**src/rtl/orb_uart_pkg.sv**
```systemverilog
// Shared state encoding and default geometry for the Orbita M16 UART packet receiver.
package orb_uart_pkg;

  typedef enum logic [2:0] {
    IDLE,
    WAIT_START,
    START,
    DATA,
    STOP,
    DONE
  } orb_uart_state_e;

  localparam int ORB_CLKS_PER_BIT = 34;
  localparam int ORB_PKT_LEN      = 20;
  localparam int ORB_TIMEOUT_CLKS = 1360;

endpackage

```
**src/rtl/orb_uart_byte_rx.sv**
```systemverilog
// RX synchronizer and 8N1 bit engine: finds a start edge, samples mid-bit, checks the stop bit.
//   state      | meaning
//   IDLE       | disabled, framer not receiving
//   WAIT_START | hunting for a falling edge on the synchronized line
//   START      | counting to mid start bit to reject glitches
//   DATA       | sampling 8 data bits, LSB first
//   STOP       | sampling the stop bit
module orb_uart_byte_rx
  import orb_uart_pkg::*;
#(
  parameter int CLKS_PER_BIT = ORB_CLKS_PER_BIT
) (
  input  logic       clk80MHz,
  input  logic       rst,
  input  logic       en_i,
  input  logic       clr_i,
  input  logic       rx_i,
  output logic       byte_done_o,
  output logic [7:0] byte_o,
  output logic       stop_err_o,
  output logic       searching_o
);

  localparam int            CW   = $clog2(CLKS_PER_BIT);
  localparam logic [CW-1:0] HALF = CW'(CLKS_PER_BIT / 2);
  localparam logic [CW-1:0] LAST = CW'(CLKS_PER_BIT - 1);

  orb_uart_state_e state_q, state_d;
  logic [CW-1:0]   clk_cnt_q, clk_cnt_d;
  logic [2:0]      bit_cnt_q, bit_cnt_d;
  logic [7:0]      shift_q, shift_d;
  logic            rx_meta_q, rx_sync_q, rx_prev_q;
  logic            fall;

  always_ff @(posedge clk80MHz or negedge rst) begin
    if (!rst) begin
      rx_meta_q <= 1'b1;
      rx_sync_q <= 1'b1;
      rx_prev_q <= 1'b1;
      state_q   <= IDLE;
      clk_cnt_q <= '0;
      bit_cnt_q <= '0;
      shift_q   <= '0;
    end else begin
      rx_meta_q <= rx_i;
      rx_sync_q <= rx_meta_q;
      rx_prev_q <= rx_sync_q;
      state_q   <= state_d;
      clk_cnt_q <= clk_cnt_d;
      bit_cnt_q <= bit_cnt_d;
      shift_q   <= shift_d;
    end
  end

  assign fall        = rx_prev_q & ~rx_sync_q;
  assign byte_o      = shift_q;
  assign searching_o = (state_q == WAIT_START);

  always_comb begin
    state_d     = state_q;
    clk_cnt_d   = clk_cnt_q;
    bit_cnt_d   = bit_cnt_q;
    shift_d     = shift_q;
    byte_done_o = 1'b0;
    stop_err_o  = 1'b0;
    if (clr_i) begin
      // re-arm discards whatever byte was in flight
      state_d   = WAIT_START;
      clk_cnt_d = '0;
      bit_cnt_d = '0;
      shift_d   = '0;
    end else if (!en_i) begin
      state_d   = IDLE;
      clk_cnt_d = '0;
      bit_cnt_d = '0;
    end else begin
      case (state_q)
        WAIT_START: begin
          if (fall) begin
            state_d   = START;
            clk_cnt_d = '0;
          end
        end
        START: begin
          if (clk_cnt_q == HALF) begin
            clk_cnt_d = '0;
            bit_cnt_d = '0;
            state_d   = rx_sync_q ? WAIT_START : DATA;
          end else begin
            clk_cnt_d = clk_cnt_q + 1'b1;
          end
        end
        DATA: begin
          if (clk_cnt_q == LAST) begin
            clk_cnt_d = '0;
            shift_d   = {rx_sync_q, shift_q[7:1]};
            bit_cnt_d = bit_cnt_q + 1'b1;
            if (bit_cnt_q == 3'd7) state_d = STOP;
          end else begin
            clk_cnt_d = clk_cnt_q + 1'b1;
          end
        end
        STOP: begin
          if (clk_cnt_q == LAST) begin
            clk_cnt_d = '0;
            if (rx_sync_q) begin
              byte_done_o = 1'b1;
              state_d     = WAIT_START;
            end else begin
              stop_err_o = 1'b1;
              state_d    = IDLE;
            end
          end else begin
            clk_cnt_d = clk_cnt_q + 1'b1;
          end
        end
        default: ;
      endcase
    end
  end

endmodule

```
**src/rtl/orb_uart_pkt_rx.sv**
```systemverilog
// Packet framer: counts bytes from the bit engine into the frame buffer and flags completion.
//   state      | meaning
//   IDLE       | not armed
//   WAIT_START | packet in progress (bit engine active, timeout runs while it hunts)
//   DONE       | last byte written, pkt_valid issued next
module orb_uart_pkt_rx
  import orb_uart_pkg::*;
#(
  parameter int CLKS_PER_BIT = ORB_CLKS_PER_BIT,
  parameter int PKT_LEN      = ORB_PKT_LEN,
  parameter int TIMEOUT_CLKS = ORB_TIMEOUT_CLKS
) (
  input  logic                         clk80MHz,
  input  logic                         rst,
  input  logic                         arm,
  input  logic                         UART_RX,
  output logic                         wr_en,
  output logic [$clog2(PKT_LEN)-1:0]   wr_addr,
  output logic [7:0]                   wr_data,
  output logic                         pkt_valid,
  output logic                         busy,
  output logic                         frame_err,
  output logic                         timeout,
  output logic [$clog2(PKT_LEN+1)-1:0] byte_cnt
);

  localparam int AW = $clog2(PKT_LEN);
  localparam int CW = $clog2(PKT_LEN + 1);
  localparam int TW = $clog2(TIMEOUT_CLKS);

  orb_uart_state_e state_q, state_d;
  logic [CW-1:0]   byte_cnt_q, byte_cnt_d;
  logic [TW-1:0]   tmo_cnt_q, tmo_cnt_d;
  logic [AW-1:0]   wr_addr_q, wr_addr_d;
  logic [7:0]      wr_data_q, wr_data_d;
  logic            wr_en_q, wr_en_d;
  logic            pkt_valid_q, pkt_valid_d;
  logic            timeout_q, timeout_d;
  logic            frame_err_q, frame_err_d;
  logic            eng_done, eng_err, eng_search;
  logic [7:0]      eng_byte;

  orb_uart_byte_rx #(
    .CLKS_PER_BIT(CLKS_PER_BIT)
  ) u_byte_rx (
    .clk80MHz   (clk80MHz),
    .rst        (rst),
    .en_i       (state_q == WAIT_START),
    .clr_i      (arm),
    .rx_i       (UART_RX),
    .byte_done_o(eng_done),
    .byte_o     (eng_byte),
    .stop_err_o (eng_err),
    .searching_o(eng_search)
  );

  always_ff @(posedge clk80MHz or negedge rst) begin
    if (!rst) begin
      state_q     <= IDLE;
      byte_cnt_q  <= '0;
      tmo_cnt_q   <= '0;
      wr_addr_q   <= '0;
      wr_data_q   <= '0;
      wr_en_q     <= 1'b0;
      pkt_valid_q <= 1'b0;
      timeout_q   <= 1'b0;
      frame_err_q <= 1'b0;
    end else begin
      state_q     <= state_d;
      byte_cnt_q  <= byte_cnt_d;
      tmo_cnt_q   <= tmo_cnt_d;
      wr_addr_q   <= wr_addr_d;
      wr_data_q   <= wr_data_d;
      wr_en_q     <= wr_en_d;
      pkt_valid_q <= pkt_valid_d;
      timeout_q   <= timeout_d;
      frame_err_q <= frame_err_d;
    end
  end

  always_comb begin
    state_d     = state_q;
    byte_cnt_d  = byte_cnt_q;
    tmo_cnt_d   = tmo_cnt_q;
    wr_addr_d   = wr_addr_q;
    wr_data_d   = wr_data_q;
    wr_en_d     = 1'b0;
    pkt_valid_d = 1'b0;
    timeout_d   = 1'b0;
    frame_err_d = frame_err_q;
    if (arm) begin
      state_d     = WAIT_START;
      byte_cnt_d  = '0;
      tmo_cnt_d   = '0;
      frame_err_d = 1'b0;
    end else begin
      case (state_q)
        WAIT_START: begin
          if (eng_done) begin
            wr_en_d    = 1'b1;
            wr_addr_d  = AW'(byte_cnt_q);
            wr_data_d  = eng_byte;
            byte_cnt_d = byte_cnt_q + 1'b1;
            tmo_cnt_d  = '0;
            if (byte_cnt_q == CW'(PKT_LEN - 1)) state_d = DONE;
          end else if (eng_err) begin
            frame_err_d = 1'b1;
            state_d     = IDLE;
          end else if (eng_search) begin
            // timer pauses while a byte is being shifted in
            if (tmo_cnt_q == TW'(TIMEOUT_CLKS - 1)) begin
              timeout_d = 1'b1;
              state_d   = IDLE;
            end else begin
              tmo_cnt_d = tmo_cnt_q + 1'b1;
            end
          end
        end
        DONE: begin
          pkt_valid_d = 1'b1;
          state_d     = IDLE;
        end
        default: ;
      endcase
    end
  end

  assign wr_en     = wr_en_q;
  assign wr_addr   = wr_addr_q;
  assign wr_data   = wr_data_q;
  assign pkt_valid = pkt_valid_q;
  assign timeout   = timeout_q;
  assign frame_err = frame_err_q;
  assign byte_cnt  = byte_cnt_q;
  assign busy      = (state_q != IDLE);

endmodule

```
**config.mk**
```make
export PLATFORM = sky130hd
export DESIGN_NAME = orb_uart_pkt_rx
export DESIGN_NICKNAME = d
export VERILOG_FILES = /design/src/rtl/orb_uart_pkg.sv /design/src/rtl/orb_uart_byte_rx.sv /design/src/rtl/orb_uart_pkt_rx.sv
export SDC_FILE = /design/constraint.sdc
export NUM_CORES = 1
export LEC_CHECK = 0
export BUFFER_PORTS_ARGS = -buffer_cell sky130_fd_sc_hd__clkbuf_2
export CAP_MARGIN = 20
export CORE_MARGIN = 4
export CORE_UTILIZATION = 45
export DETAILED_ROUTE_END_ITERATION = 10
export HOLD_SLACK_MARGIN = 0.02
export SYNTH_ARGS = -nofsm -noshare
export SYNTH_HDL_FRONTEND = slang
export SYNTH_SLANG_ARGS = --single-unit
```
**constraint.sdc**
```tcl
create_clock -name clk80MHz -period 3.25 [get_ports clk80MHz]
set_clock_uncertainty 0.1 [all_clocks]
set_input_delay 0.1625 -clock clk80MHz [delete_from_list [all_inputs] [get_ports clk80MHz]]
set_output_delay 0.1625 -clock clk80MHz [all_outputs]
set_load 0.005 [all_outputs]
```
After elaboration in Yosys (flattened, before gate mapping)
Cells that the tools add are included.

word-level totals
  register bits after elaboration = 59
  output and inout port bits = 23
  word-level logic and storage cells = 132

operators by class
  add/sub/neg operators = 4
  equal/unequal tests = 25
  mux-type cells = 66
  bitwise logic cells = 3
  reduce and logical (&&, ||, !) cells = 18

operator list
  kind                                                             number
  11-bit two-way mux                                               6
  3-bit two-way mux                                                17
  8-bit two-way mux                                                4
  6-bit two-way mux                                                5
  4-bit inequality test, second input constant                     7
  1-bit two-way mux                                                26
  6-bit case mux with 3 select lines                               1
  5-bit two-way mux                                                3
  5-bit inequality test, second input constant                     3
  3-bit case mux with 2 select lines                               2
  3-bit case mux with 4 select lines                               1
  3-bit AND reduction                                              4
  11-bit by 1-bit adder with 11-bit output, second input constant  1
  11-bit == test, second input constant                            1
  2-bit nonzero test                                               5
  3-bit == test, second input constant                             3
  3-bit nonzero test                                               3
  4-bit AND reduction                                              2
  6-bit by 1-bit adder with 6-bit output, second input constant    1
  3-bit by 1-bit == test with 1-bit output, second input constant  2
  3-bit by 2-bit == test with 1-bit output, second input constant  2
  6-bit by 5-bit == test with 1-bit output, second input constant  1
  6-bit == test, second input constant                             1
  3-bit inequality test, second input constant                     2
  other kinds (11)                                                 13

Depth between registers and ports, before layout
Gate-level depths: netlist of the first run.

  depth after elaboration = 9
  mapped depth = 9
  mapped depth without buffers = 7

By module
From an unflattened synthesis of the first run, not the netlist that was laid out.

unflattened totals
  cell total of the unflattened synthesis = 267
  area, all modules = 2977.9 um2

by module, submodules not included
  module            times used  cells an instance  area each (um2)  sequential area each (um2)
  orb_uart_pkt_rx   1           144                1672.9           875.8
  orb_uart_byte_rx  1           123                1305.0           579.3

Worst setup path before layout of the first run
No wires, ideal clock.

  path type = register -> register
  start = register u_byte_rx.clk_cnt_q[1]
  end = register wr_addr_q[2], in the netlist wr_addr[2]
  library setup time = 0.128 ns
  arrival = 1.951 ns
  required time = 3.022 ns
  slack = 1.072 ns
  cell stages (with the launch flop) = 10
  clock period less this slack = 2.178 ns
  cell sequence = dfrtp_1 inv_1 ha_1 or3b_1 buf_4 nor2_2 nand2_2 nor2_8 buf_6 mux2_1

on the way
  longest elaborated chain between the ends = 6

RTL lines
  item                                  RTL line                 RTL
  start, declared                       orb_uart_byte_rx.sv:29   logic [CW-1:0] clk_cnt_q, clk_cnt_d;
  start signal, assigned                orb_uart_byte_rx.sv:49   clk_cnt_q <= clk_cnt_d;
  6-bit == test                         orb_uart_byte_rx.sv:104  if (clk_cnt_q == LAST) begin
  1-bit two-way mux                     orb_uart_byte_rx.sv:104
  1-bit two-way mux                     orb_uart_byte_rx.sv:77   case (state_q)
  1-bit two-way mux                     orb_uart_byte_rx.sv:72   end else if (!en_i) begin
  1-bit two-way mux                     orb_uart_byte_rx.sv:66   if (clr_i) begin
  3-bit AND reduction (no source line)  --
  end signal, assigned                  orb_uart_pkt_rx.sv:72    wr_addr_q <= wr_addr_d;
  end, declared                         orb_uart_pkt_rx.sv:34    logic [AW-1:0] wr_addr_q, wr_addr_d;

No other way between the ends.
A chain may end at the register's enable or synchronous reset.

Final worst setup path of the first run
  start = register u_byte_rx.clk_cnt_q[1]
  end = register wr_data_q[7], in the netlist wr_data[7]

on the way
  longest elaborated chain between the ends = 6

RTL lines
  item                                  RTL line                 RTL
  6-bit == test                         orb_uart_byte_rx.sv:104
  1-bit two-way mux                     orb_uart_byte_rx.sv:104
  1-bit two-way mux                     orb_uart_byte_rx.sv:77
  1-bit two-way mux                     orb_uart_byte_rx.sv:72
  1-bit two-way mux                     orb_uart_byte_rx.sv:66
  3-bit AND reduction (no source line)  --
  end signal, assigned                  orb_uart_pkt_rx.sv:73    wr_data_q <= wr_data_d;
  end, declared                         orb_uart_pkt_rx.sv:35    logic [7:0] wr_data_q, wr_data_d;

No other way between the ends.

==> results.tsv, run 1 <==
stage	metric	value	unit
grt	grt_max_degree	31	
critical_path	critPathLaunch	u_byte_rx.clk_cnt_q[1]	
drt	routed_wirelength	5730	um
logic_synthesis	synth_top_area_cell	dfrtp_1	
clocking	hold_buffers	2	
grt	gr-total-overflow	0	
grt	antenna_found_initial	0	
drt	drtIter0Drc	59	
place	place_ws	838	ps
die	start_util	47.2	%
critical_path	path_class	reg -> reg	
logic_synthesis	syn_area_per_cell	11.0	um2
clocking	cts_resized	0	
sta	worst_slack	816	ps
power	ir_worst_vdd	261	uV
logic_synthesis	yosysWarnings	0	
grt	grt_pass1_vias	2081	
critical_path	crit_chain	inv_1 -> ha_1 -> or3b_1 -> nor2_2 -> nand2_2 -> nor2_8 -> mux2_1	
sta	fin_crit_sh	74.9	%
critical_path	worstReg2RegStart	u_byte_rx.clk_cnt_q[1]	
grt	grtUsageTotal	17.3	%
logic_synthesis	syn_inst	260	
drt	vias_per_cell	5.56	
critical_path	critPathRequiredTime	3370	ps
sta	rsz0062_at_grt	false	
logic_synthesis	ys.flop_type	dfrtp_1	
critical_path	arrival	2550	ps
clocking	numCtsBuffers	9	
clocking	path_clk_slew	80	ps
clocking	cts_setup_buffers	0	
worst_hold_path	hp-class	reg -> reg	
logic_synthesis	synth-edff-count	0	
critical_path	slowest_delay	500	ps
clocking	htree_levels	3	
drt	num_vias	2073	
logic_synthesis	yosys.area.top_type_share	48.1	%
die	core_area	6060	um2
clocking	cts_root_buffer	clkbuf_8	
logic_synthesis	yosysMostFrequentCell	dfrtp_1	
place	place_congestion	0.816	
drt	drc	0	
critical_path	slowest_stage	or3b_1	
sta	finalSetupViolCount	0	
die	die_x	87.7	um
sta	hold_violations	0	
power	cellLeakagePower	1.61	nW
power	power_density	477	nW/um2
clocking	cts_tree	yes	
logic_synthesis	synth.net_count	270	
logic_synthesis	synthTopCellsByCount	55 x dfrtp_1, 23 x nor2_1, 16 x nand2_1, 14 x mux2_1, 14 x o21ai_1	
sta	worst_pin_slew	700	ps
logic_synthesis	ys_ff_latch	58	
die	die_y	87.7	um
status	status	finished clean	
sta	fin_crit	2430	ps
place	hpwl	4010	um
critical_path	cp_num_buf_inv	1	
clocking	clock_latency	340	ps
sta	clock.fmax	0.411	GHz
critical_path	startpoint_type	flop	
sta	setup_tns	0	ps
cells_and_area	diodes	0	
place	portBuffers	26	
clocking	cts_sinks	58	
logic_synthesis	syn_area	2860	um2
drt	final_antenna_net_count	0	
run	max_cap_violations	0	
cells_and_area	area_growth	14.5	%
die	num_rows	28	
logic_synthesis	synthDistinctLibCells	55	
critical_path	endpoint_kind	flop	
clocking	cts_max_path_buffers	2	
die	die_area	7700	um2
grt	grt_pass1_wl	10200	um
critical_path	crit_fanout	14	
die	num_io_pins	27	
critical_path	critPathTopFamily	simple AND/OR/NAND/NOR gates	
cells_and_area	drive_gt1_share	20.1	%
logic_synthesis	synth.area.top_cells	dfrtp_1 48%, mux2_1 5.5%, mux2i_1 3.1%	
sta	slew_headroom	53.3	%
drt	firstDrtPassIters	5	
sta	drv_slew	0	
worst_hold_path	min_from	u_byte_rx.rx_meta_q	
logic_synthesis	synthArstFlopShare	100	%
logic_synthesis	yosysSeqAreaShare	50.9	%
cells_and_area	layout.nets	303	
drt	wl_per_cell	15.3	um
## layer usage
layer,global-route usage (%),part of all wire (%),up-vias
met3,4.52,3.0,10
met5,0,0,-
li1,-,-,1013
met1,23.7,49,1026
met4,8.37,2.0,0
met2,25.3,46,24
## worst paths after layout
kind | end | slack, ps | cells past startpoint
setup / recovery | wr_data[7] | 820 | 7
hold / removal | u_byte_rx.rx_sync_q | 260 | 0
setup reg to reg | wr_data[7] | 820 | 7
hold reg to reg | u_byte_rx.rx_sync_q | 260 | 0
max in group asynchronous | wr_data[7] | 1890 | 3
min in group asynchronous | tmo_cnt_q[6] | 320 | 2
## cells by family (layout without fill, tap and decap cells)
group                      Yosys count  count (layout)  share of synthesized area [%]
AOI/OAI and AO/OA                   47              47                           11.3
xor gates and xnor gates             8               8                           2.45
adders and majority gates            6               6                           2.62
buffers and inverters               14              52                           2.49
DFF                                 58              58                           50.9
muxes                               23              23                           8.66
and+or+nand+nor                    104             104                           21.6
## flip-flops by register name (all words and copies together) (netlist names), 2 cells and up
| name | flops |
|---|---|
| wr_addr | 5 |
| tmo_cnt_q | 11 |
| byte_cnt | 5 |
| wr_data | 8 |
| u_byte_rx.byte_o | 8 |
| state_q | 2 |
| u_byte_rx.clk_cnt_q | 6 |
| u_byte_rx.state_q | 3 |
| u_byte_rx.bit_cnt_q | 3 |
## area by class of cell
type                            instances  area [um2]
Inverter                                6        22.5
Clock inverter                          6        66.3
Timing Repair Buffer                   30         165
Multi-Input combinational cell        188        1340
Clock buffer                           10         138
Tap cell                               75        93.8
Sequential cell                        58        1460
Fill cell                             555        2790
## report_power, final
part | total [W] | leakage [nW] | switching (W) | internal [W]
Sequential | 0.000760 | 0.792 | 0.0000242 | 0.000736
Combinational | 0.000120 | 0.720 | 0.0000797 | 0.0000399
Clock | 0.000682 | 0.0945 | 0.000308 | 0.000374
Total | 0.00156 | 1.61 | 0.000412 | 0.00115
## cells in the final DEF (no fill, tap or decap), types with 6 or more instances in the layout
cell type,netlist,routed
dfrtp_1,55,55
nand3_1,12,12
nor2_1,23,23
and3_1,7,7
inv_1,6,6
o21ai_1,14,14
clkbuf_8,0,10
ha_1,6,6
mux2_1,14,14
nand2_1,16,16
a21oi_1,7,7
nor2b_1,6,6
clkbuf_2,0,26
mux2i_1,9,9
## stage by stage
stage	std cells	utilization, %	instance area, um2	hold slack (ps)	total power [W]
after detailed placement	355	50.4	3050	152	0.000893
after floorplan	260	-	2860	-233	0.000848
final	373	54.0	3280	257	0.00156
after CTS	373	54.0	3280	259	0.00158
after global routing	373	54.0	3280	265	0.00163
after global placement	355	50.4	3050	151	0.000890
Power figures use the tool's default switching activity.
==> run 2, diff against run 1 <==
--- a/config.mk
+++ b/config.mk
@@ -5,6 +5,7 @@
 export SDC_FILE = /design/constraint.sdc
 export NUM_CORES = 1
 export LEC_CHECK = 0
+export ABC_AREA = 1
 export BUFFER_PORTS_ARGS = -buffer_cell sky130_fd_sc_hd__clkbuf_2
 export CAP_MARGIN = 20
 export CORE_MARGIN = 4
==> constraint.sdc (replaced) <==
create_clock -name clk80MHz -period 2.4 [get_ports clk80MHz]
set_clock_uncertainty 0.1 [all_clocks]
set_input_delay 0.12 -clock clk80MHz [delete_from_list [all_inputs] [get_ports clk80MHz]]
set_output_delay 0.12 -clock clk80MHz [all_outputs]
set_load 0.005 [all_outputs]
==> run 2 against run 1 <==
Effect of this change:
- core utilization decreased by 0.30 points
- non-clock buffer count increased by 1
- critical path depth rose by 2
- count of clock-buffer cells in the layout up 2
- via count grew 23%
- cell count is 34% higher
- largest cell class unchanged
- power is 64% higher
- combinational power grew to 2.9 times the previous value
- cell area grew 5.4%
- critical path type unchanged
- highest routed layer unchanged
- worst hold slack worse by 130 ps
==> results.tsv, run 2 <==
stage	metric	value	unit	change
logic_synthesis	syn_area	2990	um2	was 2860 um2
clocking	path_clk_slew	70	ps	was 80 ps
critical_path	slowest_delay	410	ps	was 500 ps
grt	grt_busiest_layer	met2		unchanged
sta	rsz0062_at_grt	false		unchanged
critical_path	startpoint_type	flop		unchanged
die	die_area	8020	um2	was 7700 um2
place	portBuffers	26		unchanged
drt	routed_wirelength	6480	um	was 5730 um
sta	whs	127	ps	was 257 ps
clocking	cts_setup_buffers	0		unchanged
logic_synthesis	synthDistinctLibCells	31		was 55
place	place_area	3180	um2	was 3050 um2
drt	firstDrtPassIters	4		was 5
logic_synthesis	syn_area_per_cell	7.82	um2	was 11.0 um2
clocking	htree_levels	3		unchanged
drt	drc	0		unchanged
cells_and_area	area_growth	15.3	%	was 14.5%
grt	grt_use_met1	23.4	%	was 23.7%
logic_synthesis	yosys.area.top_type_share	46.0	%	was 48.1%
grt	use_met3	3.74	%	was 4.52%
critical_path	slowest_stage	dfrtp_1		was or3b_1
critical_path	crit_chain	inv_1 -> ha_1 -> nand2_1 -> nor2_4 -> nand2_2 -> nor2_4 -> inv_2 -> nand2_1 -> o21ai_0		was inv_1 -> ha_1 -> or3b_1 -> nor2_2 -> nand2_2 -> nor2_8 -> mux2_1
cells_and_area	mostFrequentLayoutCell	nand2_1		was dfrtp_1
clocking	numCtsBuffers	9		unchanged
sta	drv_slew	0		unchanged
place	place_congestion	0.848		was 0.816
logic_synthesis	synthArstFlopShare	100	%	unchanged
cells_and_area	fin_util	53.8	%	was 54.0%
logic_synthesis	ys_ff_latch	58		unchanged
clocking	cts_max_path_buffers	2		unchanged
drt	final_antenna_net_count	0		unchanged
logic_synthesis	synth-edff-count	0		unchanged
power	ir_worst_vdd	310	uV	was 261 uV
cells_and_area	diodes	0		unchanged
worst_hold_path	hp-class	in -> reg		was reg -> reg
place	place_ws	372	ps	was 838 ps
die	die_y	89.6	um	was 87.7 um
die	num_rows	29		was 28
sta	clock.fmax	0.495	GHz	was 0.411 GHz
sta	fin_crit_sh	84.2	%	was 74.9%
grt	grtUsageTotal	18.0	%	was 17.3%
logic_synthesis	synth.net_count	393		was 270
sta	worst_pin_slew	590	ps	was 700 ps
drt	wl_per_cell	13.0	um	was 15.3 um
die	core_area	6420	um2	was 6060 um2
clocking	cts_sinks	58		unchanged
cells_and_area	ff_latch_area	1460	um2	unchanged
drt	vias_per_cell	5.13		was 5.56
grt	grt_pass1_vias	2385		was 2081
sta	finalSetupViolCount	0		unchanged
cells_and_area	top_register	tmo_cnt_q		unchanged
grt	met2_usage	28.8	%	was 25.3%
cells_and_area	design_area	3450	um2	was 3280 um2
sta	setup_tns	0	ps	unchanged
run	max_cap_violations	0		unchanged
critical_path	reg2reg_setup_slack	380	ps	was 820 ps
critical_path	endpoint_kind	flop		unchanged
grt	gr-total-overflow	0		unchanged
grt	grt_max_degree	25		was 31
critical_path	path_class	reg -> reg		unchanged
clocking	clock_latency	340	ps	about the same
sta	worst_slack	379	ps	was 816 ps
cells_and_area	fillers	646		was 555
logic_synthesis	yosysMostFrequentCell	nand2_1		was dfrtp_1
cells_and_area	largest_reg_flops	11		unchanged
clocking	cts_root_buffer	clkbuf_8		unchanged
clocking	cts_tree	yes		unchanged
critical_path	crit_fanout	15		was 14
cells_and_area	drive_gt1_share	14.3	%	was 20.1%
die	start_util	46.6	%	was 47.2%
logic_synthesis	yosysSeqAreaShare	48.6	%	was 50.9%
clocking	cts_resized	0		unchanged
grt	grt_pass1_wl	11000	um	was 10200 um
power	power_density	743	nW/um2	was 477 nW/um2
sta	slew_headroom	60.6	%	was 53.3%
sta	fin_crit	2020	ps	was 2430 ps
sta	hold_violations	0		unchanged
cells_and_area	multi_input_area	1310	um2	was 1340 um2
die	num_io_pins	27		unchanged
logic_synthesis	ys.flop_type	dfrtp_1		unchanged
drt	num_vias	2553		was 2073
cells_and_area	mostFrequentLayoutCells	134 x nand2_1, 55 x dfrtp_1, 40 x inv_1, 38 x nand3_1, 26 x clkbuf_2		was 55 x dfrtp_1, 26 x clkbuf_2, 23 x nor2_1, 16 x nand2_1
logic_synthesis	yosysWarnings	0		unchanged
power	cellLeakagePower	1.80	nW	was 1.61 nW
critical_path	critPathRequiredTime	2520	ps	was 3370 ps
logic_synthesis	synth_top_area_cell	dfrtp_1		unchanged
status	status	finished clean		unchanged
logic_synthesis	synth.area.top_cells	dfrtp_1 46%, nand2_1 17%, nand3_1 6.4%		was dfrtp_1 48%, mux2_1 5.5%, mux2i_1 3.1%
grt	antenna_found_initial	0		unchanged
logic_synthesis	syn_inst	383		was 260
die	die_x	89.6	um	was 87.7 um
place	hpwl	4630	um	was 4010 um
cells_and_area	layout.nets	426		was 303
logic_synthesis	synthTopCellsByCount	134 x nand2_1, 55 x dfrtp_1, 40 x inv_1, 38 x nand3_1, 23 x nor2_1		was 55 x dfrtp_1, 23 x nor2_1, 16 x nand2_1, 14 x mux2_1, 14 x o21ai_1
drt	drtIter0Drc	125		was 59
critical_path	arrival	2140	ps	was 2550 ps
run 2: changes by cell type after synthesis, moves of 7 or more:
| cell | change |
|---|---|
| inv_1 | +34 |
| o21ai_0 | +19 |
| mux2i_1 | -9 |
| nand2_1 | +118 |
| mux2_1 | -14 |
| and3_1 | -7 |
| o21ai_1 | -11 |
| nand3_1 | +26 |
run 2: power by group:
group	switching, W	internal (W)
combinational	0.000255	0.0000977
sequential	0.0000482	0.00102
clock	0.000390	0.000747
total	0.000694	0.00187
run 2: area by class of cell:
cell class / count / share of cell area [%]
clock buffer: 12 / 4.49
clock inverter: 4 / 2.83
inverter: 43 / 4.68
multi-input combinational: 273 / 38.1
sequential: 58 / 42.2
tap: 77 / 2.79
timing repair buffer: 31 / 5.00
run 2: worst paths after layout:
check,start,end,cells after the start
min in group asynchronous,rst,wr_data[5],2
setup / recovery,u_byte_rx.clk_cnt_q[1],wr_addr[2],9
setup reg to reg,u_byte_rx.clk_cnt_q[1],wr_addr[2],9
hold / removal,arm,byte_cnt[4],2
max in group asynchronous,rst,u_byte_rx.rx_meta_q,3
hold reg to reg,u_byte_rx.rx_meta_q,u_byte_rx.rx_sync_q,0
run 2: per-layer routing:
metal	vias up	wire length, um
li1	1292	-
met1	1204	3080
met2	44	3040
met3	13	230
met4	0	134
met5	-	0
run 2: timing repair:
item                       in CTS  in global routing
setup endpoints to repair       0                  0
hold buffers                    2                  0
hold endpoints to repair       18                  0
run 2: through the flow:
stage          total power [W]  std cells
4_1_cts                0.00259        498
6_report               0.00256        498
2_1_floorplan          0.00135        383
3_5_place_dp           0.00144        480
3_3_place_gp           0.00144        480
5_1_grt                0.00270        498
run 2: logic make-up after synthesis:
family                     share of synthesized area (%)
buffers and inverters                               7.52
and+or+nand+nor                                     31.6
adders and majority gates                           2.51
xor gates and xnor gates                            2.05
DFF                                                 48.6
AOI/OAI and AO/OA                                   7.77
run 2: critical path, delay by kind of cell, from the launching register on:
| family | cells | cell delay, ps |
|---|---|---|
| DFF | 1 | 410 |
| AOI/OAI and AO/OA | 1 | 70 |
| adders and majority gates | 1 | 180 |
| buffers and inverters | 2 | 290 |
| and+or+nand+nor | 5 | 830 |
==> run 3, diff against run 2 <==
--- a/config.mk
+++ b/config.mk
@@ -5,13 +5,14 @@
 export SDC_FILE = /design/constraint.sdc
 export NUM_CORES = 1
 export LEC_CHECK = 0
-export ABC_AREA = 1
+export ABC_AREA = 0
 export BUFFER_PORTS_ARGS = -buffer_cell sky130_fd_sc_hd__clkbuf_2
 export CAP_MARGIN = 20
 export CORE_MARGIN = 4
 export CORE_UTILIZATION = 45
 export DETAILED_ROUTE_END_ITERATION = 10
 export HOLD_SLACK_MARGIN = 0.02
+export PLACE_DENSITY = 0.66
 export SYNTH_ARGS = -nofsm -noshare
 export SYNTH_HDL_FRONTEND = slang
 export SYNTH_SLANG_ARGS = --single-unit
==> constraint.sdc (replaced) <==
create_clock -name clk80MHz -period 1.6 [get_ports clk80MHz]
set_clock_uncertainty 0.1 [all_clocks]
set_input_delay 0.08 -clock clk80MHz [delete_from_list [all_inputs] [get_ports clk80MHz]]
set_output_delay 0.08 -clock clk80MHz [all_outputs]
set_load 0.005 [all_outputs]
==> run 3 against run 2 <==
Effect of this change:
- die area decreased by 4.0%
- register-to-register slack lost 850 ps
- clock power is 23% higher
- cell area increased by 25%
- sequential power rose by 42%
- critical path type unchanged
- sequential share of layout area shrank 8.5 points
- non-clock buffer count is 74 higher
- the run now ends with negative setup slack left
- combinational power is 63% higher
- largest power group is now registers
- wire length is 18% higher
- highest routed layer unchanged
==> results.tsv, run 3 (synthesized netlist as in run 1, its figures left out) <==
stage	metric	value	unit	change
die	core_area	6060	um2	was 6420 um2
critical_path	crit_fanout	4		was 15
clocking	htree_levels	3		unchanged
worst_hold_path	worst_hold_path.num_cells	3		was 2
critical_path	slowest_stage	dfrtp_1		unchanged
critical_path	reg2reg_setup_slack	-470	ps	was 380 ps
power	power_density	807	nW/um2	was 743 nW/um2
grt	grt_pass1_wl	12200	um	was 11000 um
sta	setup_tns	-20050	ps	was 0 ps
critical_path	startpoint_type	flop		unchanged
cells_and_area	mostFrequentLayoutCells	55 x dfrtp_1, 55 x buf_4, 26 x clkbuf_2, 19 x buf_6, 18 x nor2_1		was 134 x nand2_1, 55 x dfrtp_1, 40 x inv_1, 38 x nand3_1, 26 x clkbuf_2
critical_path	path_class	reg -> reg		unchanged
power	p_total	0.00349	W	was 0.00256 W
critical_path	slowest_delay	400	ps	was 410 ps
place	place_congestion	0.853		was 0.848
die	num_rows	28		was 29
sta	drv_slew	0		unchanged
sta	worst_slack	-470	ps	was 379 ps
cells_and_area	top_register	tmo_cnt_q		unchanged
critical_path	critPathRequiredTime	1730	ps	was 2520 ps
status	status	finished, violations left		was finished clean
grt	grtUsageTotal	20.6	%	was 18.0%
sta	fin_crit_sh	129	%	was 84.2%
drt	wl_per_cell	17.0	um	was 13.0 um
clocking	path_clk_slew	70	ps	about the same
cells_and_area	layout.nets	379		was 426
sta	clock.fmax	0.483	GHz	was 0.495 GHz
sta	worst_pin_slew	427	ps	was 590 ps
cells_and_area	largest_reg_flops	11		unchanged
drt	drtIter0Drc	89		was 125
critical_path	worstReg2RegStart	u_byte_rx.clk_cnt_q[1]		unchanged
place	portBuffers	26		unchanged
worst_hold_path	hp-class	in -> reg		unchanged
drt	final_antenna_net_count	0		unchanged
clocking	cts_tree	yes		unchanged
worst_hold_path	hold_end	byte_cnt[0]		was byte_cnt[4]
run	max_cap_violations	0		unchanged
critical_path	arrival	2200	ps	was 2140 ps
drt	routed_wirelength	7640	um	was 6480 um
die	num_io_pins	27		unchanged
grt	gr-total-overflow	0		unchanged
die	start_util	47.2	%	was 46.6%
die	die_y	87.7	um	was 89.6 um
die	die_area	7700	um2	was 8020 um2
critical_path	r2r_end	u_byte_rx.state_q[1]		was wr_addr[2]
drt	vias_per_cell	5.56		was 5.13
power	cellLeakagePower	2.09	nW	was 1.80 nW
critical_path	endpoint_kind	flop		unchanged
drt	drc	0		unchanged
clocking	cts_sinks	58		unchanged
critical_path	rr_worst_depth	8		was 9
clocking	cts_root_buffer	clkbuf_8		unchanged
clocking	numCtsBuffers	9		unchanged
grt	grt_max_degree	59		was 25
critical_path	crit_chain	inv_2 -> ha_4 -> or3b_4 -> buf_6 -> o221a_4 -> nand2_4 -> o211ai_1 -> a32o_1		was inv_1 -> ha_1 -> nand2_1 -> nor2_4 -> nand2_2 -> nor2_4 -> inv_2 -> nand2_1 -> o21ai_0
cells_and_area	diodes	0		unchanged
sta	rsz0062_at_grt	true		was false
sta	slew_headroom	71.1	%	was 60.6%
grt	grt_pass1_vias	2491		was 2385
cells_and_area	drive_gt1_share	53.2	%	was 14.3%
clocking	cts_max_path_buffers	2		unchanged
grt	antenna_found_initial	0		unchanged
cells_and_area	fillers	409		was 646
power	ir_worst_vdd	583	uV	was 310 uV
place	hpwl	4570	um	was 4630 um
sta	fin_crit	2070	ps	was 2020 ps
sta	hold_violations	0		unchanged
clocking	clock_latency	340	ps	about the same
drt	num_vias	2497		was 2553
cells_and_area	area_growth	51.1	%	was 15.3%
worst_hold_path	min_from	arm		unchanged
drt	firstDrtPassIters	4		unchanged
die	die_x	87.7	um	was 89.6 um
status	violations	negative setup slack		
sta	finalSetupViolCount	54		was 0
## run 3: changes by cell type in the layout (fill, tap and decap cells not counted), sizes merged, moves of 9 or more
cell,previous run,this run
mux2i,0,9
buf,3,77
nand2,136,17
inv,43,6
o21ai,26,17
nand3,38,12
mux2,0,14
## run 3: cell type report
| cell class | instances | area, um2 | area share [%] |
|---|---|---|---|
| clock inverter | 4 | 50.0 | 1.16 |
| timing repair buffer | 105 | 832 | 19.2 |
| sequential | 58 | 1460 | 33.7 |
| inverter | 6 | 22.5 | 0.521 |
| clock buffer | 12 | 155 | 3.59 |
| tap | 75 | 93.8 | 2.17 |
| multi-input combinational | 189 | 1720 | 39.7 |
## run 3: worst max-delay path by stage
stage                           start              endpoint  slack (ps)
2_1_floorplan  u_byte_rx.clk_cnt_q[1]            wr_addr[2]        -480
3_3_place_gp   u_byte_rx.clk_cnt_q[1]          tmo_cnt_q[6]        -490
3_5_place_dp   u_byte_rx.clk_cnt_q[1]           byte_cnt[4]        -530
4_1_cts        u_byte_rx.clk_cnt_q[1]            wr_data[1]        -460
5_1_grt        u_byte_rx.clk_cnt_q[1]  u_byte_rx.state_q[0]        -540
6_report       u_byte_rx.clk_cnt_q[1]  u_byte_rx.state_q[1]        -470
## run 3: metrics by stage
step	cell area, um2	worst slack [ps]	hold WS [ps]	cells	util, %
after floorplan	2880	-480	-316	260	-
after global placement	3480	-493	15.5	407	57.5
after detailed placement	3480	-534	14.4	407	57.5
after CTS	4110	-457	77.6	439	67.8
after global routing	4320	-539	111	449	71.3
final	4320	-470	108	449	71.3
## run 3: repair_timing
action	CTS	global route
hold buffers	2	0
hold endpoints to repair	59	0
endpoints found under the setup margin	54	54
pin swaps	34	17
setup buffers	14	12
gates resized for setup	71	30
cloned	1	0
## run 3: power by group
part | switching (W) | internal, W | total, W
Sequential | 0.0000194 | 0.00150 | 0.00152
Clock | 0.000595 | 0.000801 | 0.00140
Combinational | 0.000302 | 0.000273 | 0.000576
Total | 0.000917 | 0.00257 | 0.00349
## run 3: worst max-delay path: cells and delay by family, from the launching register on
kind / cells / cell delay (ps)
fa+ha+maj: 1 / 130
buf+inv: 2 / 240
simple gates: 2 / 470
flops: 1 / 400
compound gates: 3 / 630
## run 3: routing by layer
layer	GRT usage, %	up-vias	share of wire, %
li1	-	1168	-
met1	27.5	1257	45
met2	32.5	53	50
met3	3.95	19	3.3
met4	9.48	0	2.2
met5	0	-	0
